## config.mk

```make
export PLATFORM = sky130hd
export DESIGN_NAME = multicycle_sequencer_flat
export DESIGN_NICKNAME = d
export VERILOG_FILES = /design/src/rtl/multicycle_sequencer_pkg.sv /design/src/rtl/multicycle_sequencer_if.sv /design/src/rtl/multicycle_sequencer_pc_counter.sv /design/src/rtl/multicycle_sequencer.sv /design/src/flat_wrapper.sv
export SDC_FILE = /design/constraint.sdc
export NUM_CORES = 1
export LEC_CHECK = 0
export ABC_CLOCK_PERIOD_IN_PS = 3300
export CORE_MARGIN = 3
export CORE_UTILIZATION = 47
export CTS_CLUSTER_DIAMETER = 200
export DETAILED_ROUTE_END_ITERATION = 6
export PLACE_DENSITY_LB_ADDON = 0.08
export SKIP_LAST_GASP = 1
export SYNTH_ARGS = -nofsm -noshare
export SYNTH_HDL_FRONTEND = slang
export SYNTH_SLANG_ARGS = --single-unit
export TNS_END_PERCENT = 20
```

## constraint.sdc

```tcl
create_clock -name clk_i -period 3.3 [get_ports clk_i]
set_input_delay 0.33 -clock clk_i [delete_from_list [all_inputs] [get_ports clk_i]]
set_output_delay 0.33 -clock clk_i [all_outputs]
set_load 0.01 [all_outputs]
```

## src/rtl/multicycle_sequencer_pkg.sv

```systemverilog
// Shared definitions for the multi-cycle sequencer:
// controller states, word width, boot address and PC step.
package riscv_defines;

    localparam int          WORD_WIDTH = 32;
    localparam logic [31:0] BOOT_ADDR  = 32'h0000_0080;
    localparam logic [31:0] PC_INCR    = 32'd4;

    typedef enum logic [2:0] {
        IDLE,
        FETCH,
        WAIT,
        EXEC,
        WB,
        TRAP
    } ctrl_state_t;

endpackage

```

## src/rtl/multicycle_sequencer_if.sv

```systemverilog
// Instruction-memory request/grant/rvalid bus.
// The sequencer is the master, the memory is the slave.
interface multicycle_sequencer_if #(
    parameter int WORD_WIDTH = riscv_defines::WORD_WIDTH
) ();

    logic                  instr_req_o;
    logic [WORD_WIDTH-1:0] instr_addr_o;
    logic                  instr_gnt_i;
    logic                  instr_rvalid_i;
    logic [WORD_WIDTH-1:0] instr_rdata_i;

    modport master (
        output instr_req_o,
        output instr_addr_o,
        input  instr_gnt_i,
        input  instr_rvalid_i,
        input  instr_rdata_i
    );

    modport slave (
        input  instr_req_o,
        input  instr_addr_o,
        output instr_gnt_i,
        output instr_rvalid_i,
        output instr_rdata_i
    );

endinterface

```

## src/rtl/multicycle_sequencer_pc_counter.sv

```systemverilog
// Program counter: loads the boot address on reset and
// advances by one instruction word when enabled.
module pc_counter #(
    parameter int                    WORD_WIDTH = riscv_defines::WORD_WIDTH,
    parameter logic [WORD_WIDTH-1:0] BOOT_ADDR  = riscv_defines::BOOT_ADDR
) (
    input  logic                  clk,
    input  logic                  rst,
    input  logic                  inc_en,
    output logic [WORD_WIDTH-1:0] pc
);
    import riscv_defines::*;

    // PC register; the add wraps naturally at the word boundary
    always_ff @(posedge clk or posedge rst) begin
        if (rst) begin
            pc <= BOOT_ADDR;
        end else if (inc_en) begin
            pc <= pc + WORD_WIDTH'(PC_INCR);
        end
    end

endmodule

```

## src/rtl/multicycle_sequencer.sv

```systemverilog
// Multi-cycle fetch/execute/writeback sequencer with an
// instruction register, PC ownership and illegal-instruction halt.
module multicycle_sequencer #(
    parameter int                    WORD_WIDTH = riscv_defines::WORD_WIDTH,
    parameter logic [WORD_WIDTH-1:0] BOOT_ADDR  = riscv_defines::BOOT_ADDR
) (
    input  logic                   clk_i,
    input  logic                   rst_i,
    input  logic                   fetch_en_i,
    multicycle_sequencer_if.master bus,
    output logic [WORD_WIDTH-1:0]  instr_o,
    input  logic                   illegal_instr_i,
    input  logic                   regwrite_en_i,
    output logic                   alu_en_o,
    output logic                   rf_we_o,
    output logic                   retire_o,
    output logic                   halted_o
);
    import riscv_defines::*;

    ctrl_state_t           state_q;
    ctrl_state_t           state_d;
    logic [WORD_WIDTH-1:0] instr_q;
    logic [WORD_WIDTH-1:0] pc;
    logic                  pc_inc;

    pc_counter #(
        .WORD_WIDTH (WORD_WIDTH),
        .BOOT_ADDR  (BOOT_ADDR)
    ) u_pc (
        .clk    (clk_i),
        .rst    (rst_i),
        .inc_en (pc_inc),
        .pc     (pc)
    );

    // State register; reset also drops any outstanding request
    always_ff @(posedge clk_i or posedge rst_i) begin
        if (rst_i) begin
            state_q <= IDLE;
        end else begin
            state_q <= state_d;
        end
    end

    // Next-state logic; fetch_en_i only matters in IDLE, WB and TRAP
    always_comb begin
        state_d = state_q;
        unique case (state_q)
            IDLE: begin
                if (fetch_en_i) state_d = FETCH;
            end
            FETCH: begin
                if (bus.instr_gnt_i) state_d = WAIT;
            end
            WAIT: begin
                if (bus.instr_rvalid_i) state_d = EXEC;
            end
            EXEC: begin
                state_d = illegal_instr_i ? TRAP : WB;
            end
            WB: begin
                state_d = fetch_en_i ? FETCH : IDLE;
            end
            TRAP: begin
                if (!fetch_en_i) state_d = IDLE;
            end
            default: state_d = IDLE;
        endcase
    end

    // Output decode from the current state and registered values
    always_comb begin
        bus.instr_req_o = 1'b0;
        alu_en_o        = 1'b0;
        rf_we_o         = 1'b0;
        retire_o        = 1'b0;
        halted_o        = 1'b0;
        pc_inc          = 1'b0;
        unique case (state_q)
            FETCH: bus.instr_req_o = 1'b1;
            EXEC:  alu_en_o        = 1'b1;
            WB: begin
                rf_we_o  = regwrite_en_i;
                retire_o = 1'b1;
                pc_inc   = 1'b1;
            end
            TRAP:  halted_o        = 1'b1;
            default: ;
        endcase
    end

    assign bus.instr_addr_o = pc;
    assign instr_o          = instr_q;

    // Instruction register; loads only when the read data returns
    always_ff @(posedge clk_i or posedge rst_i) begin
        if (rst_i) begin
            instr_q <= '0;
        end else if (state_q == WAIT && bus.instr_rvalid_i) begin
            instr_q <= bus.instr_rdata_i;
        end
    end

endmodule

```

## src/flat_wrapper.sv

```systemverilog
// flat-port wrapper written by rule: the top's interface ports become plain ports
module multicycle_sequencer_flat import riscv_defines::*;
#(
    parameter int                    WORD_WIDTH = riscv_defines::WORD_WIDTH,
    parameter logic [WORD_WIDTH-1:0] BOOT_ADDR  = riscv_defines::BOOT_ADDR
)
  (clk_i, rst_i, fetch_en_i, instr_o, illegal_instr_i, regwrite_en_i, alu_en_o, rf_we_o, retire_o, halted_o, bus_instr_req_o, bus_instr_addr_o, bus_instr_gnt_i, bus_instr_rvalid_i, bus_instr_rdata_i);
  multicycle_sequencer_if #(.WORD_WIDTH(WORD_WIDTH)) bus_i ();
  input  logic clk_i;
  input  logic rst_i;
  input  logic fetch_en_i;
  output logic [WORD_WIDTH-1:0] instr_o;
  input  logic illegal_instr_i;
  input  logic regwrite_en_i;
  output logic alu_en_o;
  output logic rf_we_o;
  output logic retire_o;
  output logic halted_o;
  output wire logic [$bits(bus_i.instr_req_o)-1:0] bus_instr_req_o;
  output wire logic [$bits(bus_i.instr_addr_o)-1:0] bus_instr_addr_o;
  input wire logic [$bits(bus_i.instr_gnt_i)-1:0] bus_instr_gnt_i;
  input wire logic [$bits(bus_i.instr_rvalid_i)-1:0] bus_instr_rvalid_i;
  input wire logic [$bits(bus_i.instr_rdata_i)-1:0] bus_instr_rdata_i;
  assign bus_instr_req_o = bus_i.instr_req_o;
  assign bus_instr_addr_o = bus_i.instr_addr_o;
  assign bus_i.instr_gnt_i = bus_instr_gnt_i;
  assign bus_i.instr_rvalid_i = bus_instr_rvalid_i;
  assign bus_i.instr_rdata_i = bus_instr_rdata_i;
  multicycle_sequencer #(.WORD_WIDTH(WORD_WIDTH), .BOOT_ADDR(BOOT_ADDR)) u_core (.clk_i(clk_i), .rst_i(rst_i), .fetch_en_i(fetch_en_i), .bus(bus_i), .instr_o(instr_o), .illegal_instr_i(illegal_instr_i), .regwrite_en_i(regwrite_en_i), .alu_en_o(alu_en_o), .rf_we_o(rf_we_o), .retire_o(retire_o), .halted_o(halted_o));
endmodule
```

Yosys cells after proc, flatten, opt, wreduce, memory -nomap -nowiden
Cells that the tools add are included.

word-level totals
  bits in latches = 0
  ROM bits = 0
  memories kept = 0
  RAM bits = 0
  bits in registers = 67
  input bits = 39
  output and inout port bits = 69

operators by class
  muxes and demuxes = 12
  shift-type cells = 0
  add/subtract/negate cells = 1
  bitwise logic cells = 0
  div/mod/pow operators = 0
  multipliers = 0
  eq/ne operators = 9
  order comparisons = 0
  reduce and logical (&&, ||, !) cells = 3

operators with widths
  kind                                           number
  adder 32 x 3 -> 32 bit, second input constant  1
  case mux 3 bit (6 select lines)                1
  2-to-1 mux 3 bit                               4
  != test 2 bit, second input constant           4
  2-to-1 mux 1 bit                               7
  == test 3 x 2 -> 1 bit, second input constant  2
  == test 3 bit, second input constant           2
  AND reduction 4 bit                            1
  == test 3 x 1 -> 1 bit, second input constant  1
  logical NOT 3 bit                              1
  logical AND 1 bit                              1

Depth between registers and ports, before layout
  depth in word-level cells = 3
  mapped depth = 6
  depth with buffers taken out = 4

Modules after synthesis
Synthesis repeated with hierarchy kept, for this count alone.

unflattened totals
  cells, all modules = 215
  area, all modules = 2991.6 µm²

by module, submodules not included
  module                instances  area an instance (µm²)  cells each
  multicycle_sequencer  1          1586.5                  97
  pc_counter            1          1405.1                  118

Worst setup path after synthesis
Ideal clock, no wire load.

  path kind = register -> register
  from = register u_core.u_pc.pc[7]
  to = register u_core.u_pc.pc[31]
  arrival time = 1525 ps
  slack = 1696 ps
  clock period less this slack = 1604 ps
  stages on the path, launching flop included = 5
  cells stage by stage = dfstp_2 -> nand4_1 -> nor4_4 -> and4_1 -> xor2_1

between the ends
  cells in the longest elaborated chain, start to end = 1

ends and longest elaborated chain
  item                    RTL line                               source
  start, declared         multicycle_sequencer_pc_counter.sv:10  output logic [WORD_WIDTH-1:0] pc
  start signal, assigned  multicycle_sequencer_pc_counter.sv:19  pc <= pc + WORD_WIDTH'(PC_INCR);
  adder 32 x 3 -> 32 bit  multicycle_sequencer_pc_counter.sv:19

Every way passes these cells.
A chain may end at the register's enable or synchronous reset.

Final worst setup path
  from = register u_core.state_q[1]
  to = output port rf_we_o

between the ends
  cells in the longest elaborated chain, start to end = 2

ends and longest elaborated chain
  item                    RTL line                    source
  start, declared         multicycle_sequencer.sv:21  ctrl_state_t state_q;
  start signal, assigned  multicycle_sequencer.sv:42  state_q <= state_d;
  == test 3 bit           multicycle_sequencer.sv:80  unique case (state_q)
  2-to-1 mux 1 bit        multicycle_sequencer.sv:80
  end, declared           flat_wrapper.sv:16          output logic rf_we_o;

Every way passes these cells.

==> metrics.cfg <==
[status]
run_status = finished, final reports clean

[floorplanning]
std_cell_rows = 27
die_w_um = 83.3
die_height_um = 83.3
io_pins = 108
core_area_um2 = 5640
initial_utilization_pct = 49.7
dieArea_um2 = 6930

[synth]
synth_area_um2 = 2810
yosysWarnings = 0
synth.area.top_cells = dfrtp_1 (57%), mux2_1 (13%), xnor2_1 (7.5%)
seq_area_frac_synth_pct = 58.0
ys_ff_latch = 65
avgSynthCellArea_um2 = 13.2
synth_common_cells = dfrtp_1 (64), mux2_1 (33), xnor2_1 (24)
synth_edf_count = 0
ys_types = 34
synth_ff_type = dfrtp_1
synth_top_area_share_pct = 57.1
syn_inst = 212
synth_top_area_cell = dfrtp_1
yosysMostFrequentCell = dfrtp_1
async_flop_share_pct = 100

[placed_design]
place.port_buffers = 105
dpl.hpwl_um = 4580
place_congestion = 0.744
numPlacedInstances = 384
preCtsSetupSlack_ns = 1.29

[finish]
finalNonFillerCells = 400
num_antenna_cells = 0
synthToLayoutAreaGrowth_pct = 47.3
drive_above_1_share_pct = 7.93
ff_latch_area_um2 = 1630
num-fill-cells = 429
post-route-util_pct = 73.2
nNetsFinal = 363
multi_input_area_um2 = 1100

[worst_hold_path]
hp-class = input port to asynchronous set/reset pin

[setup_path]
cp-startpoint = u_core.state_q[1]
worstRegToRegCells = 4
crit_fanout = 11
start_kind = flip-flop
path_class = flip-flop to primary output
rr_endpoint = u_core.u_pc.pc[31]
cp-endpoint = rf_we_o
worst-r2r-setup-slack_ns = 1.50
end_kind = primary output
crit_required_ns = 2.97
r2r-start = u_core.state_q[1]
critPathArrivalTime_ns = 1.90

[power]
power_density_nw_per_um2 = 709
leakagePower_nw = 1.77
irDropWorstVdd_v = 0.000383

[route]
drc = 0
vias = 2010
postRouteAntennaNets = 0
drt_iter0_drc = 77
detail_route.wl_per_cell_um = 15.6
viasPerCell = 5.03
detail_route.wirelength_um = 6240
first_pass_iters = 4

[clocking]
clk_pin_slew_ns = 0.07
htreeDepth = 3
cts.sinks = 65
root_buffer = clkbuf_8
clk_latency_ns = 0.34
post-cts-setup-buffer-count = 0
clock_path_buffers = 2
postCtsHoldBufs = 0
cts_buffers = 9
cts_resized = 0
tritoncts = done

[grt]
grt_use_met3_pct = 5.06
grt_pass1_wl_um = 10700
grt_use_total_pct = 19.5
use_met2_pct = 29.0
grt_pass1_vias = 2023
overflow = 0
grt_max_degree = 33
grt.busiest_layer = met2
antenna_found_initial = 0
grt_util_met1_pct = 26.6

[sta]
skew_ns = 0.00949
fin_tns_setup_ns = 0
worst_slack_ns = 1.07
slew_violations = 0
max_freq_mhz = 447
fin_crit_sh_pct = 67.7
period_needed_ns = 2.23
rsz0062_at_grt = no
hold_violations = 0
setup_violations = 0

[job]
drv_cap = 0

-- registers in the layout, indices dropped and copies added, names as in the netlist --
register,cells
u_core.instr_o,32
u_core.state_q,3
u_core.u_pc.pc,30
-- kinds of logic after synthesis --
family          count (synthesis)  synth area share (%)
flops                          65                  58.0
fa+ha+maj                       1                 0.446
mux                            35                  14.0
compound gates                  3                 0.535
simple gates                   66                  15.1
xor+xnor                       29                  9.05
other cells                     1                 0.134
buf+inv                        12                  2.72
-- cell usage in the layout (no fill, tap or decap), drive strengths merged, types with 6 or more instances in the layout --
cell type,instances
nand2,9
xnor2,24
dfrtp,64
nand3,7
clkdlybuf4s50,105
and2,6
mux2,33
clkbuf,11
nand4,17
-- metal layers --
metal	vias to the layer above	share of wire [%]
met5	-	0
met4	0	2.3
met3	13	5.2
met2	76	47
met1	965	46
li1	956	-
-- how the worst min path moves through the flow --
stage / from / endpoint / cells past startpoint
6_report: rst_i / u_core.instr_o[8] / 2
5_1_grt: rst_i / u_core.state_q[1] / 2
4_1_cts: rst_i / u_core.instr_o[8] / 2
3_5_place_dp: u_core.instr_o[11] / u_core.instr_o[11] / 1
3_3_place_gp: u_core.instr_o[17] / u_core.instr_o[17] / 1
2_1_floorplan: fetch_en_i / u_core.state_q[0] / 2
-- where the power goes --
group          switching (mW)  internal [mW]
Clock                   0.297          0.445
Sequential              0.161           1.03
Combinational           0.365          0.629
-- per-stage QoR --
stage | area, um^2 | power, mW | hold WS [ns]
3_3_place_gp | 3910 | 2.19 | 0.466
5_1_grt | 4130 | 3.09 | 0.300
6_report | 4130 | 2.93 | 0.276
3_5_place_dp | 3910 | 2.22 | 0.474
2_1_floorplan | 2810 | 1.63 | 0.461
4_1_cts | 4130 | 2.97 | 0.276
-- area by class of cell --
type	count	area share [%]
Sequential cell	65	39.4
Multi-Input combinational cell	136	26.7
Timing Repair Buffer	109	26.2
Clock buffer	11	3.42
Tap cell	72	2.18
Clock inverter	5	1.91
Inverter	2	0.182
-- worst max-delay path, stage by stage, from the launching register on --
cell and delay, ns:
dfrtp_1 0.50, nor3b_4 0.37, and2_1 0.17, clkdlybuf4s50_1 0.53
No activity file was read; power rests on OpenSTA's default activity.
